## config.mk

```make
export PLATFORM = sky130hd
export DESIGN_NAME = led_cfg_seq
export DESIGN_NICKNAME = d
export VERILOG_FILES = /design/src/rtl/led_cfg_seq.sv
export SDC_FILE = /design/constraint.sdc
export NUM_CORES = 1
export LEC_CHECK = 0
export BUFFER_PORTS_ARGS = -buffer_cell sky130_fd_sc_hd__buf_4
export CAP_MARGIN = 20
export CORE_UTILIZATION = 40
export DETAILED_ROUTE_END_ITERATION = 7
export PLACE_DENSITY = 0.66
export SYNTH_ARGS = -nofsm -noshare
export SYNTH_HDL_FRONTEND = slang
export SYNTH_SLANG_ARGS = --single-unit
```

## constraint.sdc

```tcl
create_clock -name clk -period 3.2 [get_ports clk]
set_input_delay 0.16 -clock clk [delete_from_list [all_inputs] [get_ports clk]]
set_output_delay 0.16 -clock clk [all_outputs]
set_load 0.01 [all_outputs]
```

## src/rtl/led_cfg_seq.sv

```systemverilog
// LED driver configuration sequencer: captures a full register set on handshake and
// replays it as nine back-to-back register writes, then arms LEDDEXE.
module led_cfg_seq #(
  parameter int CLK_PASS = 0
) (
  input  logic       clk,
  input  logic       resetn,
  input  logic       cfg_valid,
  output logic       cfg_ready,
  input  logic [7:0] pwm_r,
  input  logic [7:0] pwm_g,
  input  logic [7:0] pwm_b,
  input  logic [7:0] prescale,
  input  logic [7:0] on_time,
  input  logic [7:0] off_time,
  input  logic [7:0] breathe_on,
  input  logic [7:0] breathe_off,
  input  logic [7:0] ctrl0,
  input  logic       exe_en,
  output logic       ledd_cs,
  output logic       ledd_den,
  output logic [3:0] ledd_addr,
  output logic [7:0] ledd_dat,
  output logic       ledd_exe,
  output logic       done
);

  localparam logic [1:0] ST_IDLE  = 2'd0;
  localparam logic [1:0] ST_WRITE = 2'd1;
  localparam logic [1:0] ST_ARM   = 2'd2;

  localparam logic [3:0] LAST_BEAT = 4'd8;

  // Register address issued for each beat index; indices past the last beat map to 0.
  function automatic logic [3:0] beat_addr(input logic [3:0] idx);
    logic [3:0] addr;
    case (idx)
      4'd0:    addr = 4'h9;
      4'd1:    addr = 4'hA;
      4'd2:    addr = 4'hB;
      4'd3:    addr = 4'h5;
      4'd4:    addr = 4'h6;
      4'd5:    addr = 4'h1;
      4'd6:    addr = 4'h2;
      4'd7:    addr = 4'h3;
      4'd8:    addr = 4'h8;
      default: addr = 4'h0;
    endcase
    return addr;
  endfunction

  // Byte selected by a beat index out of the beat-ordered register image.
  function automatic logic [7:0] beat_data(input logic [8:0][7:0] image,
                                           input logic [3:0]      idx);
    logic [7:0] dat;
    case (idx)
      4'd0:    dat = image[0];
      4'd1:    dat = image[1];
      4'd2:    dat = image[2];
      4'd3:    dat = image[3];
      4'd4:    dat = image[4];
      4'd5:    dat = image[5];
      4'd6:    dat = image[6];
      4'd7:    dat = image[7];
      4'd8:    dat = image[8];
      default: dat = 8'h00;
    endcase
    return dat;
  endfunction

  logic              clk_pass_unused_s;
  logic [8:0][7:0]   cfg_in_s;
  logic              accept_s;

  logic [1:0]        state_q, state_d;
  logic [3:0]        beat_q, beat_d;
  logic [8:0][7:0]   shadow_q, shadow_d;
  logic              exe_cap_q, exe_cap_d;
  logic              ready_q, ready_d;
  logic              cs_q, cs_d;
  logic              den_q, den_d;
  logic [3:0]        addr_q, addr_d;
  logic [7:0]        dat_q, dat_d;
  logic              exe_q, exe_d;
  logic              done_q, done_d;

  assign clk_pass_unused_s = (CLK_PASS != 0);

  // Inputs packed in beat order so index k is the byte written on beat k.
  assign cfg_in_s = {ctrl0, pwm_b, pwm_g, pwm_r, breathe_off, breathe_on,
                     off_time, on_time, prescale};
  assign accept_s = cfg_valid & ready_q;

  // Next-state and next-output computation; outputs are derived from the next state so
  // each beat appears on the cycle right after the edge that produced it.
  always_comb begin
    state_d   = state_q;
    beat_d    = beat_q;
    shadow_d  = shadow_q;
    exe_cap_d = exe_cap_q;
    ready_d   = 1'b0;
    exe_d     = exe_q;
    done_d    = 1'b0;
    cs_d      = 1'b0;
    den_d     = 1'b0;
    addr_d    = 4'h0;
    dat_d     = 8'h00;

    case (state_q)
      ST_IDLE, ST_ARM: begin
        // ARM is the first ready cycle, so a held request is taken without a gap.
        if (accept_s) begin
          state_d   = ST_WRITE;
          beat_d    = 4'd0;
          shadow_d  = cfg_in_s;
          exe_cap_d = exe_en;
          exe_d     = 1'b0;
        end else begin
          state_d   = ST_IDLE;
          beat_d    = 4'd0;
          ready_d   = 1'b1;
        end
      end
      ST_WRITE: begin
        if (beat_q == LAST_BEAT) begin
          state_d = ST_ARM;
          beat_d  = 4'd0;
          exe_d   = exe_cap_q;
          done_d  = 1'b1;
          ready_d = 1'b1;
        end else if (beat_q < LAST_BEAT) begin
          state_d = ST_WRITE;
          beat_d  = beat_q + 4'd1;
        end else begin
          state_d = ST_IDLE;
          beat_d  = 4'd0;
          ready_d = 1'b1;
        end
      end
      default: begin
        state_d = ST_IDLE;
        beat_d  = 4'd0;
        ready_d = 1'b1;
        exe_d   = 1'b0;
      end
    endcase

    if (state_d == ST_WRITE) begin
      cs_d   = 1'b1;
      den_d  = 1'b1;
      addr_d = beat_addr(beat_d);
      dat_d  = beat_data(shadow_d, beat_d);
    end else begin
      cs_d   = 1'b0;
      den_d  = 1'b0;
      addr_d = 4'h0;
      dat_d  = 8'h00;
    end
  end

  // State, shadow image and registered outputs.
  always_ff @(posedge clk or negedge resetn) begin
    if (!resetn) begin
      state_q   <= ST_IDLE;
      beat_q    <= 4'd0;
      shadow_q  <= '0;
      exe_cap_q <= 1'b0;
      ready_q   <= 1'b1;
      cs_q      <= 1'b0;
      den_q     <= 1'b0;
      addr_q    <= 4'h0;
      dat_q     <= 8'h00;
      exe_q     <= 1'b0;
      done_q    <= 1'b0;
    end else begin
      state_q   <= state_d;
      beat_q    <= beat_d;
      shadow_q  <= shadow_d;
      exe_cap_q <= exe_cap_d;
      ready_q   <= ready_d;
      cs_q      <= cs_d;
      den_q     <= den_d;
      addr_q    <= addr_d;
      dat_q     <= dat_d;
      exe_q     <= exe_d;
      done_q    <= done_d;
    end
  end

  assign cfg_ready = ready_q;
  assign ledd_cs   = cs_q;
  assign ledd_den  = den_q;
  assign ledd_addr = addr_q;
  assign ledd_dat  = dat_q;
  assign ledd_exe  = exe_q;
  assign done      = done_q;

endmodule

```

==> summary.txt <==
Fmax: 0.384 GHz
Final GP Congestion: 0.851
H-tree depth: 3
Vias: 2917
FILL cells: 893
Total CTS buffers: 9
Tmin final: 2.60 ns
RR Startpoint: beat_q[0]
Initial DRC count: 162
Root buffer cell: clkbuf_8
Largest stage delay, worst path: 0.54 ns
Setup tns final: 0 ns
Final Power: 5.14 mW
Slew Viols, Final: 0
Hold Path Stages: 3
Critical Setup Path Class: flip-flop to flip-flop
Cell area power density: 963 nW/um2
Crit end category: flip-flop
Sequential fraction of the synthesis area: 0.557
Async SR Flop Fraction: 1.00
Multi-input logic area: 1710 um2
Synth cell types: 52
Register Area: 2380 um2
Simple-gate area share of the yosys netlist: 0.0888
Routed wire per std cell: 17.6 um
CP startpoint kind: flip-flop
CP Data Arrival Time: 2.90 ns
Setup repair after global routing missed its margin: false
Core Area: 10300 um2
Clock skew: 0.0154 ns
Initial antenna violation count: 0
Slowest cell on the critical path: dfrtp_1
Ports: 93
Max-cap violation count: 0
Adder-Cell Fraction of Synth Area: 0.0147
Hold endpoint: shadow_q[1]
Worst path cell trace: inv_1, ha_1, nand2_1, inv_1, ha_1, buf_4, and3_1, nand2_1, a41oi_1
Post-DP Area: 5070 um2
Most frequent cells in the layout: buf_4 (97), dfrtp_1 (94), mux2_2 (51)
Area delta synth->final: 25.1%
Clk buf depth: 2
Latest clock arrival within the worst-skew pair: 0.38 ns
Worst path required time: 3.49 ns
Main combinational cell family by area after synthesis: multiplexers
Die width: 105 um
ANT nets after route: 0
DRT Pass-1 Iters: 4
Post-DP HPWL: 7060 um
Final Cycle Share: 0.814
Top_reg_cell synth: dfrtp_1
DIE HEIGHT: 105 um
Mapped cell area: 4270 um2
Number of vias per cell: 5.25
XOR/XNOR Fraction of Synth Area: 0.00381
Grt total ovfl: 0
Compound-cell area share of the yosys netlist: 0.0915
Measured slew at the worst slew-check pin: 0.666 ns
First-pass GRT wire length: 16100 um
Total Routed Length: 9780 um
Synth Instances: 321
Vias in the first global route: 2993
FF-to-FF End: ledd_dat[1]
Seq cells post-synth: 95
Clk pin slew, worst setup/hold paths: 0.10 ns
Fraction of layout cells with a size suffix above 1: 0.426
Number of flops mapped to enable cells by yosys: 0
Mean Syn Cell Area: 13.3 um2
TritonCTS clock tree: done
Hold Vio Cnt, Final: 0
Worst min-delay path class: input pin to flip-flop
Launch point of the worst hold path: prescale[1]
PortBufs: 92
Number of antenna diodes: 0
Commonest non-fill, non-tap cell in the layout: buf_4
Yosys warns: 0
Final Net Count: 496
Worst Reg-to-Reg Cells: 9
FF-to-FF setup slack: 0.60 ns
Outcome: complete, no violations
CP Launch Point: beat_q[0]
Setup Buffers After CTS: 0
Maximum vdd ir drop: 0.000303 V
# clock sinks: 95
Initial core utilization: 0.413
Critical Path Fanout Max: 11
Post-route DRC: 0
Setup violators final: 0
Cell Rows: 37
Largest net degree at the start of global routing: 83
Max-slew headroom: 0.554
Die area: 11100 um2
Post-Layout Inst Area: 5340 um2
Leakage: 2.54 nW
Syn_nets: 402
GRT Total Usage: 0.194
Multiplexer area fraction after synthesis: 0.203
[per-stage QoR]
| step | cells | hold WS [ns] | util | setup slack, ns |
|---|---|---|---|---|
| 2_1_floorplan | 321 | -0.136 | - | 0.970 |
| 3_3_place_gp | 537 | 0.375 | 0.491 | 0.757 |
| 3_5_place_dp | 537 | 0.378 | 0.491 | 0.610 |
| 4_1_cts | 555 | 0.000231 | 0.514 | 0.608 |
| 5_1_grt | 556 | 0.00511 | 0.517 | 0.345 |
| 6_report | 556 | 0.0151 | 0.517 | 0.596 |
[worst max path at each step]
stage / end / slack [ns] / depth (start not counted)
after detailed placement: ledd_dat[1] / 0.61 / 5
after CTS: ledd_dat[1] / 0.61 / 5
after global placement: ledd_dat[3] / 0.76 / 7
after global routing: ledd_dat[2] / 0.34 / 9
final: ledd_dat[1] / 0.60 / 9
after floorplan: ledd_dat[0] / 0.97 / 7
[kinds of logic after synthesis]
family / after synthesis
multiplexers: 78
AO/OA/AOI/OAI: 46
AND/OR/NAND/NOR: 62
buffers and inverters: 34
adder cells (fa/ha/maj): 5
XOR/XNOR: 1
flip-flops: 95
[layer usage]
metal	track usage	vias up	routed length (um)
met5	0	-	0
met4	0.0926	0	229
met3	0.0427	14	436
met2	0.287	75	4560
met1	0.270	1474	4560
li1	-	1354	-
[state kept, by name, summed over array words and instances (netlist names)]
signal,flops
shadow_q,72
ledd_dat,8
beat_q,4
ledd_addr,4
state_q,2
cfg_ready,1
done,1
exe_cap_q,1
ledd_den,1
ledd_exe,1
[report_power, final]
| part | internal [mW] | leakage (nW) | switching (mW) |
|---|---|---|---|
| registers | 1.76 | 1.16 | 0.188 |
| logic | 1.06 | 1.27 | 1.25 |
| clock network | 0.446 | 0.111 | 0.433 |
| total | 3.27 | 2.54 | 1.87 |
[what timing repair did]
action / CTS / global route
hold buffers: 2 / 0
setup endpoints to repair: 0 / 0
resized for setup: 0 / 0
endpoints found under the hold margin: 45 / 0
[critical path: cells and delay by family, from the launching register on]
family                   cells  cell delay [ns]
flip-flops                   1             0.54
AND/OR/NAND/NOR              3             0.60
buffers and inverters        3             0.44
adder cells (fa/ha/maj)      2             0.73
AO/OA/AOI/OAI                1             0.21
[cells in the mapped netlist, drive strengths merged, types with 2 or more instances]
cell type	n	area, um2
nand2	20	75.1
a31oi	4	25.0
nand2b	8	50.1
mux2i	10	100
buf	15	104
o22ai	4	25.0
clkbuf	3	11.3
nor2	6	22.5
a22o	5	43.8
nor4b	2	23.8
nand3b	2	15.0
and3	4	25.0
a21oi	3	15.0
dfrtp	94	2350
inv	16	60.1
o21ai	2	10.0
mux2	68	766
nand3	3	15.0
a22oi	3	22.5
a221oi	7	86.3
nor4	2	27.5
a41oi	5	43.8
nor3	2	26.3
a32oi	5	43.8
ha	5	62.6
and2b	3	22.5
nand4	4	25.0
[cell type report]
| type | instances | area share |
|---|---|---|
| clock buffers | 10 | 0.0239 |
| flip-flops and latches | 95 | 0.446 |
| clock inverters | 6 | 0.0171 |
| well taps | 136 | 0.0319 |
| repair buffers | 101 | 0.149 |
| multi-input cells | 192 | 0.321 |
| inverters | 16 | 0.0113 |
(Power assumes the default switching activity.)
